[src/rtl/saturn_debug_uart_tx.sv]
// saturn_debug_uart_tx: buffers debug characters in a small FIFO and sends
// them as 8N1 UART frames (LSB first, idle-high line) on o_tx.
// Optional build macro SATURN_UART_CRLF_EN: a popped LF (0x0A) is expanded
// to CR (0x0D) followed by LF, sent back-to-back.
module saturn_debug_uart_tx #(
    parameter int unsigned CLKS_PER_BIT = 434,
    parameter int unsigned FIFO_ADDR_W  = 4
) (
    input  logic       i_clk,
    input  logic       i_reset,
    input  logic       i_char_valid,
    input  logic [7:0] i_char,
    output logic       o_ready,
    output logic       o_tx,
    output logic       o_busy,
    output logic       o_overflow
);

    localparam int unsigned DEPTH  = 2 ** FIFO_ADDR_W;
    localparam int unsigned BAUD_W = (CLKS_PER_BIT > 2) ? $clog2(CLKS_PER_BIT) : 1;

    localparam logic [FIFO_ADDR_W:0] DEPTH_C     = DEPTH[FIFO_ADDR_W:0];
    localparam logic [BAUD_W-1:0]    BAUD_RELOAD = BAUD_W'(CLKS_PER_BIT - 1);

    typedef enum logic [1:0] {
        IDLE,
        START,
        DATA,
        STOP
    } state_t;

    // FIFO storage and bookkeeping
    logic [7:0]             mem_q [DEPTH];
    logic [FIFO_ADDR_W-1:0] wr_ptr_q, wr_ptr_d;
    logic [FIFO_ADDR_W-1:0] rd_ptr_q, rd_ptr_d;
    logic [FIFO_ADDR_W:0]   count_q, count_d;
    logic                   overflow_q, overflow_d;

    // Serialiser state
    state_t                 state_q, state_d;
    logic [7:0]             shift_q, shift_d;
    logic [BAUD_W-1:0]      baud_q, baud_d;
    logic [2:0]             bit_idx_q, bit_idx_d;
    logic                   tx_q, tx_d;

    logic                   full;
    logic                   wr_en;
    logic                   pop;
    logic                   launch;
    logic                   lf_pending;
    logic [7:0]             head;

`ifdef SATURN_UART_CRLF_EN
    logic                   lf_pending_q, lf_pending_d;
    assign lf_pending = lf_pending_q;
`else
    assign lf_pending = 1'b0;
`endif

    assign full       = (count_q == DEPTH_C);
    assign wr_en      = i_char_valid && !full;
    assign head       = mem_q[rd_ptr_q];

    assign o_ready    = !full;
    assign o_tx       = tx_q;
    assign o_overflow = overflow_q;
    assign o_busy     = (state_q != IDLE) || (count_q != '0);

    // Next-state logic for the FIFO pointers, frame FSM and line driver
    always_comb begin
        state_d    = state_q;
        shift_d    = shift_q;
        baud_d     = baud_q;
        bit_idx_d  = bit_idx_q;
        tx_d       = tx_q;
        wr_ptr_d   = wr_ptr_q;
        rd_ptr_d   = rd_ptr_q;
        count_d    = count_q;
        overflow_d = overflow_q | (i_char_valid && full);
        pop        = 1'b0;
        launch     = 1'b0;
`ifdef SATURN_UART_CRLF_EN
        lf_pending_d = lf_pending_q;
`endif

        case (state_q)
            IDLE: begin
                tx_d = 1'b1;
                if (count_q != '0) begin
                    launch = 1'b1;
                    pop    = 1'b1;
                end
            end
            START: begin
                if (baud_q == '0) begin
                    tx_d      = shift_q[0];
                    baud_d    = BAUD_RELOAD;
                    bit_idx_d = '0;
                    state_d   = DATA;
                end else begin
                    baud_d = baud_q - BAUD_W'(1);
                end
            end
            DATA: begin
                if (baud_q == '0) begin
                    baud_d = BAUD_RELOAD;
                    if (bit_idx_q == 3'd7) begin
                        tx_d    = 1'b1;
                        state_d = STOP;
                    end else begin
                        shift_d   = shift_q >> 1;
                        tx_d      = shift_q[1];
                        bit_idx_d = bit_idx_q + 3'd1;
                    end
                end else begin
                    baud_d = baud_q - BAUD_W'(1);
                end
            end
            STOP: begin
                if (baud_q == '0) begin
                    if (lf_pending) begin
                        launch = 1'b1;
                    end else if (count_q != '0) begin
                        launch = 1'b1;
                        pop    = 1'b1;
                    end else begin
                        state_d = IDLE;
                    end
                end else begin
                    baud_d = baud_q - BAUD_W'(1);
                end
            end
            default: state_d = IDLE;
        endcase

        // Common frame launch: drive the start bit and load the byte to send.
        // A pending LF is sent without touching the FIFO.
        if (launch) begin
            state_d   = START;
            tx_d      = 1'b0;
            baud_d    = BAUD_RELOAD;
            bit_idx_d = '0;
            if (pop) begin
                shift_d = head;
`ifdef SATURN_UART_CRLF_EN
                if (head == 8'h0A) begin
                    shift_d      = 8'h0D;
                    lf_pending_d = 1'b1;
                end
`endif
            end else begin
                shift_d = 8'h0A;
`ifdef SATURN_UART_CRLF_EN
                lf_pending_d = 1'b0;
`endif
            end
        end

        if (wr_en) begin
            wr_ptr_d = wr_ptr_q + FIFO_ADDR_W'(1);
        end
        if (pop) begin
            rd_ptr_d = rd_ptr_q + FIFO_ADDR_W'(1);
        end
        count_d = count_q + {{FIFO_ADDR_W{1'b0}}, wr_en} - {{FIFO_ADDR_W{1'b0}}, pop};
    end

    // Register update; reset abandons any frame in flight and idles the line
    always_ff @(posedge i_clk) begin
        if (i_reset) begin
            state_q    <= IDLE;
            shift_q    <= '0;
            baud_q     <= '0;
            bit_idx_q  <= '0;
            tx_q       <= 1'b1;
            wr_ptr_q   <= '0;
            rd_ptr_q   <= '0;
            count_q    <= '0;
            overflow_q <= 1'b0;
`ifdef SATURN_UART_CRLF_EN
            lf_pending_q <= 1'b0;
`endif
        end else begin
            state_q    <= state_d;
            shift_q    <= shift_d;
            baud_q     <= baud_d;
            bit_idx_q  <= bit_idx_d;
            tx_q       <= tx_d;
            wr_ptr_q   <= wr_ptr_d;
            rd_ptr_q   <= rd_ptr_d;
            count_q    <= count_d;
            overflow_q <= overflow_d;
`ifdef SATURN_UART_CRLF_EN
            lf_pending_q <= lf_pending_d;
`endif
        end
    end

    // FIFO storage write; contents need no reset since count gates reads
    always_ff @(posedge i_clk) begin
        if (wr_en) begin
            mem_q[wr_ptr_q] <= i_char;
        end
    end

endmodule

[config.mk]
export PLATFORM = sky130hd
export DESIGN_NAME = saturn_debug_uart_tx
export DESIGN_NICKNAME = d
export VERILOG_FILES = /design/src/rtl/saturn_debug_uart_tx.sv
export SDC_FILE = /design/constraint.sdc
export NUM_CORES = 1
export LEC_CHECK = 0
export ABC_AREA = 1
export CAP_MARGIN = 10
export CORE_MARGIN = 4
export CORE_UTILIZATION = 55
export CTS_CLUSTER_DIAMETER = 30
export DETAILED_ROUTE_END_ITERATION = 8
export GPL_TIMING_DRIVEN = 1
export HOLD_SLACK_MARGIN = 0.12
export PLACE_DENSITY = 0.82
export SLEW_MARGIN = 10
export SYNTH_ARGS = -nofsm -noshare
export SYNTH_HDL_FRONTEND = slang
export SYNTH_SLANG_ARGS = --single-unit
[constraint.sdc]
create_clock -name i_clk -period 3.1 [get_ports i_clk]
set_input_delay 0.465 -clock i_clk [delete_from_list [all_inputs] [get_ports i_clk]]
set_output_delay 0.465 -clock i_clk [all_outputs]
set_load 0.05 [all_outputs]
==> qor.txt, run 1 <==
Ranking of synthesized cells by area -> sky130_fd_sc_hd__edfxtp_1 52%, sky130_fd_sc_hd__dfxtp_1 11%, sky130_fd_sc_hd__nand2_1 9.6%
All-layer global routing usage -> 21.3%
Max FO, Critical Path -> 16
Vias per cell -> 5.61
Post-route DRC violation count -> 0
Die area -> 15400 µm²
Initial drt markers -> 733
Achievable Freq -> 368 MHz
Library cell occupying the most area in the post-synthesis netlist -> sky130_fd_sc_hd__edfxtp_1
Pwr dens -> 938 nW/µm²
Fillers -> 996
CTS root buf -> sky130_fd_sc_hd__clkbuf_16
Number of warning messages in the yosys log -> 0
Proportion of layout cells with a drive suffix above 1 -> 8.35%
Minimum clock period -> 2.71 ns
Clock Latency Late Sink -> 0.43 ns
Hold Path End -> o_overflow
Worst Skew -> 0.00985 ns
Unrepaired setup endpoints after global routing -> false
Initial standard-cell utilization of the core -> 56.2%
Transition time at the pin with the least slew margin -> 0.797 ns
Number of buffers added for setup after CTS -> 0
Hold Path Origin -> o_overflow
Maximum number of pins on one net before global-route repair -> 65
Clk buf depth -> 2
Number of standard cells after synthesis -> 751
Maximum vdd ir drop -> 517 µV
Final Cell Area -> 8350 µm²
Yosys top cell area share -> 51.7%
Die span in y -> 124 µm
Worst hold path stage count -> 2
Kind of path behind the tightest hold check -> reg -> reg
HPWL Detailed -> 10200 µm
Reg clk slew, reported paths -> 0.06 ns
Total of endpoints with negative setup slack in the final report -> 0
DIE WIDTH -> 124 µm
Post-cts hold buffer count -> 0
FP Rows -> 42
R2r startpoint -> count_q[2]
Routed Wire Length -> 16100 µm
Antenna cells -> 0
Total negative slack for setup checks -> 0 ns
Count of pins on the block boundary -> 15
End of the worst register-to-register path -> count_q[4]
Number of global-route vias before repair -> 5217
Run status -> finished, final reports clean
Max-slew headroom at the worst pin -> 46.7%
Most frequent cells after synthesis -> 191 x sky130_fd_sc_hd__nand2_1, 128 x sky130_fd_sc_hd__edfxtp_1, 93 x sky130_fd_sc_hd__nor2_1
Wire length of the first global-routing pass -> 26100 µm
Flops & latches, synth -> 169
Initial antenna violation count -> 0
Share of the yosys chip area belonging to registers -> 62.7%
Post-synthesis cell area -> 7440 µm²
Critical Path Source Type -> flip-flop
Period utilization -> 87.6%
Cell count after placement -> 922
Number of input and output port buffers inserted -> 14
Cell Count, Final, Fillers Out -> 954
Predominant post-synthesis flop cell -> sky130_fd_sc_hd__edfxtp_1
Wirelength per Cell -> 16.8 µm
Leakage power -> 3.22 nW
Data required time of the critical path -> 3.42 ns
Internal reg-to-reg setup slack -> 0.39 ns
Critical path startpoint -> count_q[2]
Nets in the synthesized netlist -> 782
Number of library cell types mapped by synthesis -> 34
Detailed-router iteration count before antenna repair -> 5
Maximum level of the CTS H-tree -> 4
Kind of end point of the critical path -> flip-flop
WS Path Type -> reg -> reg
Number of buffers added by the clock tree synthesis step -> 17
Overall via count from detail_route -> 5354
Most frequent cell after synthesis -> sky130_fd_sc_hd__nand2_1
GRT Residual Overflow -> 0
Placeable core region -> 13200 µm²
Count of maximum capacitance violations -> 0
Antenna violation net count after detailed routing -> 0
Placer's final routability congestion estimate -> 0.855
Cell area after placement -> 7730 µm²
Post-synthesis async set-or-reset flop share -> 0%
Number of hold violations in the final report -> 0
Average cell area after synthesis -> 9.90 µm²
Total Nets Final -> 796
Number of synthesized flops with an enable pin -> 128
CTS sink count -> 169
Post-cts repair resize count -> 0
Max-slew violation count -> 0
Layout overhead on the synthesized area -> 12.3%
Number of cells on the worst reg-to-reg path -> 16
Arrival @ worst endpoint -> 3.03 ns
TritonCTS clock tree -> yes
==> area by class of cell <==
class	count	area [µm²]	share of cell area [%]
flip-flops and latches	169	4670	55.9
well taps	176	220	2.64
repair buffers	24	215	2.58
multi-input cells	505	2450	29.3
clock inverters	14	194	2.32
clock buffers	18	429	5.14
inverters	48	180	2.16
==> worst max-delay path by stage <==
stage / to / slack (ns) / cells past startpoint
4_1_cts: count_q[4] / 0.39 / 16
5_1_grt: count_q[4] / 0.05 / 16
2_1_floorplan: count_q[4] / 0.54 / 14
6_report: count_q[4] / 0.39 / 16
3_5_place_dp: count_q[4] / 0.40 / 16
3_3_place_gp: count_q[4] / 0.55 / 16
==> registers in the layout (all words and copies together) (netlist names), named ones only <==
name        cells
o_tx            1
shift_q         8
count_q         5
baud_q          9
o_overflow      1
mem_q         128
rd_ptr_q        4
wr_ptr_q        4
state_q         2
bit_idx_q       3
==> metrics by stage <==
step / total power, mW / utilization, % / setup slack (ns) / hold slack, ns
after global routing: 8.38 / 63.1 / 0.0548 / 0.477
final: 7.83 / 63.1 / 0.385 / 0.458
after detailed placement: 5.60 / 58.4 / 0.400 / 0.448
after global placement: 5.48 / 58.4 / 0.547 / 0.439
after floorplan: 5.01 / - / 0.541 / 0.447
after CTS: 7.84 / 63.1 / 0.388 / 0.459
==> cell usage in the layout (no fill, tap or decap), types with 5 or more instances in the layout <==
| master | synthesis | final |
|---|---|---|
| sky130_fd_sc_hd__edfxtp_1 | 128 | 128 |
| sky130_fd_sc_hd__a21oi_1 | 32 | 32 |
| sky130_fd_sc_hd__clkdlybuf4s50_1 | 0 | 14 |
| sky130_fd_sc_hd__ha_1 | 19 | 19 |
| sky130_fd_sc_hd__nand3_1 | 84 | 84 |
| sky130_fd_sc_hd__nor2_1 | 93 | 93 |
| sky130_fd_sc_hd__clkbuf_16 | 0 | 17 |
| sky130_fd_sc_hd__dfxtp_1 | 41 | 40 |
| sky130_fd_sc_hd__buf_4 | 1 | 10 |
| sky130_fd_sc_hd__nand2_1 | 191 | 191 |
| sky130_fd_sc_hd__inv_1 | 43 | 43 |
| sky130_fd_sc_hd__o21ai_0 | 47 | 47 |
| sky130_fd_sc_hd__nand4_1 | 5 | 5 |
==> critical path, stage by stage, from the launching register on <==
cell,delay [ns]
sky130_fd_sc_hd__dfxtp_1,0.35
sky130_fd_sc_hd__inv_1,0.07
sky130_fd_sc_hd__ha_1,0.24
sky130_fd_sc_hd__nand3_1,0.15
sky130_fd_sc_hd__nand2_1,0.13
sky130_fd_sc_hd__inv_1,0.09
sky130_fd_sc_hd__nand2_2,0.07
sky130_fd_sc_hd__a21oi_4,0.35
sky130_fd_sc_hd__nand2_1,0.19
sky130_fd_sc_hd__nand2_1,0.11
sky130_fd_sc_hd__ha_1,0.18
sky130_fd_sc_hd__fa_1,0.21
sky130_fd_sc_hd__nand2_1,0.06
sky130_fd_sc_hd__a21oi_1,0.13
sky130_fd_sc_hd__nor2_1,0.07
sky130_fd_sc_hd__o21ai_0,0.14
sky130_fd_sc_hd__a21oi_1,0.06
==> report_power, final <==
group / internal, mW / total (mW) / switching (mW)
logic: 0.920 / 2.81 / 1.89
clock network: 1.35 / 2.23 / 0.875
registers: 2.65 / 2.79 / 0.145
total: 4.92 / 7.83 / 2.91
==> kinds of logic (layout without fill, tap and decap cells) <==
logic type / Yosys count / after routing / share of synthesized area, %
xor+xnor: 8 / 8 / 0.942
fa+ha+maj: 20 / 20 / 3.47
flops: 169 / 169 / 62.7
simple gates: 390 / 390 / 22.2
compound gates: 87 / 87 / 6.26
buf+inv: 77 / 104 / 4.39
==> routing by layer <==
metal	wire length [µm]	share of wire, %	GRT usage [%]	up-vias
li1	-	-	-	2552
met1	6440	40	26.9	2524
met2	7900	49	35.7	238
met3	1270	7.9	5.70	40
met4	454	2.8	7.35	0
met5	0	0	0	-
No activity file was read; power rests on OpenSTA's default activity.
==> run 2: changes to the inputs <==
--- a/config.mk
+++ b/config.mk
@@ -7,14 +7,16 @@
 export LEC_CHECK = 0
 export ABC_AREA = 1
 export CAP_MARGIN = 10
+export CELL_PAD_IN_SITES_DETAIL_PLACEMENT = 0
+export CELL_PAD_IN_SITES_GLOBAL_PLACEMENT = 1
 export CORE_MARGIN = 4
-export CORE_UTILIZATION = 55
+export CORE_UTILIZATION = 49
 export CTS_CLUSTER_DIAMETER = 30
 export DETAILED_ROUTE_END_ITERATION = 8
 export GPL_TIMING_DRIVEN = 1
-export HOLD_SLACK_MARGIN = 0.12
-export PLACE_DENSITY = 0.82
-export SLEW_MARGIN = 10
+export HOLD_SLACK_MARGIN = 0.08
+export PLACE_DENSITY = 0.89
+export SLEW_MARGIN = 15
 export SYNTH_ARGS = -nofsm -noshare
 export SYNTH_HDL_FRONTEND = slang
 export SYNTH_SLANG_ARGS = --single-unit
==> run 2 against run 1 <==
Effect of this change: cell count up 0.84%; count of clock-buffer cells in the layout is 1 lower; critical path depth is 12 lower.
==> qor.txt, run 2 (synthesized netlist as in run 1, its figures left out) <==
Data required time of the critical path -> 2.63 ns
WS Path Type -> reg -> out
Count of maximum capacitance violations -> 0
Clock Latency Late Sink -> 0.43 ns
HPWL Detailed -> 10500 µm
Number of hold violations in the final report -> 0
Global routing usage on met2 -> 32.7%
Wirelength per Cell -> 16.4 µm
Routed Wire Length -> 15800 µm
Max FO, Critical Path -> 5
FP Rows -> 44
Leakage power -> 3.21 nW
Layout overhead on the synthesized area -> 12.0%
Initial standard-cell utilization of the core -> 50.6%
Die area -> 17200 µm²
Minimum clock period -> 2.54 ns
Max-slew headroom at the worst pin -> 49.6%
Antenna violation net count after detailed routing -> 0
Initial antenna violation count -> 0
Kind of path behind the tightest hold check -> reg -> reg
Fillers -> 1205
Cell Count, Final, Fillers Out -> 962
Post-cts hold buffer count -> 0
Maximum number of pins on one net before global-route repair -> 65
GRT Residual Overflow -> 0
Commonest non-fill, non-tap cell in the layout -> sky130_fd_sc_hd__nand2_1
Met1 track utilization from global routing -> 23.8%
Post-route DRC violation count -> 0
Overall via count from detail_route -> 5210
Achievable Freq -> 393 MHz
Register bank with the most flops -> mem_q
TritonCTS clock tree -> yes
Maximum vdd ir drop -> 519 µV
Unrepaired setup endpoints after global routing -> false
Number of buffers added by the clock tree synthesis step -> 17
Arrival @ worst endpoint -> 2.08 ns
Placer's final routability congestion estimate -> 0.843
Cell count after placement -> 930
Critical Path Source Type -> flip-flop
Run status -> finished, final reports clean
Wire length of the first global-routing pass -> 25900 µm
Pwr dens -> 927 nW/µm²
Initial drt markers -> 393
CTS sink count -> 169
Vias per cell -> 5.42
Placeable core region -> 14700 µm²
Worst Skew -> 0.00949 ns
Footprint of the multi-input gates -> 2450 µm²
Leading cell types in the layout, fill and taps excluded -> 191 x sky130_fd_sc_hd__nand2_1, 128 x sky130_fd_sc_hd__edfxtp_1, 93 x sky130_fd_sc_hd__nor2_1
Hold Worst Slack -> 0.464 ns
Number of input and output port buffers inserted -> 14
Post-cts repair resize count -> 0
DIE WIDTH -> 131 µm
All-layer global routing usage -> 19.0%
Antenna cells -> 0
Kind of end point of the critical path -> primary output
Number of flip-flops in the largest register -> 128
Period utilization -> 82.1%
Most utilized layer in the global route result -> met2
Number of global-route vias before repair -> 5182
Transition time at the pin with the least slew margin -> 0.753 ns
Max-slew violation count -> 0
Maximum level of the CTS H-tree -> 4
Count of pins on the block boundary -> 15
Proportion of layout cells with a drive suffix above 1 -> 8.48%
Registers with the most flip-flops -> mem_q (128), baud_q (9), shift_q (8)
CTS root buf -> sky130_fd_sc_hd__clkbuf_16
Total negative slack for setup checks -> 0 ns
FF+latch area -> 4670 µm²
M3 GR Usage -> 4.47%
Total Nets Final -> 796
Total of endpoints with negative setup slack in the final report -> 0
Reg clk slew, reported paths -> 0.07 ns
Number of buffers added for setup after CTS -> 0
Detailed-router iteration count before antenna repair -> 6
Die span in y -> 131 µm
Clk buf depth -> 2
[run 2: cell types whose count changed in the layout (fill, tap and decap cells not counted)]
| cell | delta |
|---|---|
| sky130_fd_sc_hd__inv_6 | +5 |
| sky130_fd_sc_hd__clkinv_4 | -2 |
| sky130_fd_sc_hd__buf_12 | +1 |
| sky130_fd_sc_hd__inv_8 | +3 |
| sky130_fd_sc_hd__clkbuf_1 | -1 |
| sky130_fd_sc_hd__clkinv_2 | -1 |
| sky130_fd_sc_hd__buf_4 | -1 |
| sky130_fd_sc_hd__bufinv_16 | -3 |
| sky130_fd_sc_hd__clkinvlp_4 | -1 |
[run 2: worst paths after layout]
kind	end	from	slack, ns	depth (start not counted)
worst max register to register	count_q[4]	count_q[2]	0.60	17
worst min-delay path	o_overflow	o_overflow	0.46	2
worst max-delay path	o_busy	state_q[0]	0.56	4
worst min register to register	o_overflow	o_overflow	0.46	2
[run 2: layout make-up]
class | instances | share of cell area [%]
sequential | 169 | 56.0
multi-input combinational | 505 | 29.4
clock buffer | 17 | 5.11
tap | 184 | 2.76
timing repair buffer | 24 | 2.73
inverter | 48 | 2.16
clock inverter | 15 | 1.82
[run 2: per-stage QoR]
stage / setup slack, ns / power, mW / util [%] / area [µm²]
6_report: 0.556 / 7.72 / 56.7 / 8330
5_1_grt: 0.425 / 8.27 / 56.7 / 8330
4_1_cts: 0.531 / 7.76 / 56.7 / 8330
3_5_place_dp: 0.583 / 5.69 / 52.7 / 7750
3_3_place_gp: 0.586 / 5.61 / 52.7 / 7750
2_1_floorplan: 0.541 / 5.01 / - / 7440
[run 2: report_power, final]
group	switching, mW	total, mW	internal, mW
sequential	0.126	2.77	2.65
clock	0.941	2.08	1.14
combinational	1.91	2.86	0.957
total	2.97	7.72	4.74
[run 2: worst max-delay path, stage by stage (launching register included)]
cell,delay [ns]
sky130_fd_sc_hd__dfxtp_1,0.41
sky130_fd_sc_hd__inv_1,0.10
sky130_fd_sc_hd__ha_1,0.24
sky130_fd_sc_hd__nand4_1,0.09
sky130_fd_sc_hd__clkdlybuf4s50_1,0.80
[run 2: metal layers]
layer  vias up  part of all wire (%)
li1       2561                     -
met1      2488                    43
met2       136                    50
met3        25                   5.4
met4         0                   1.8
met5         -                     0
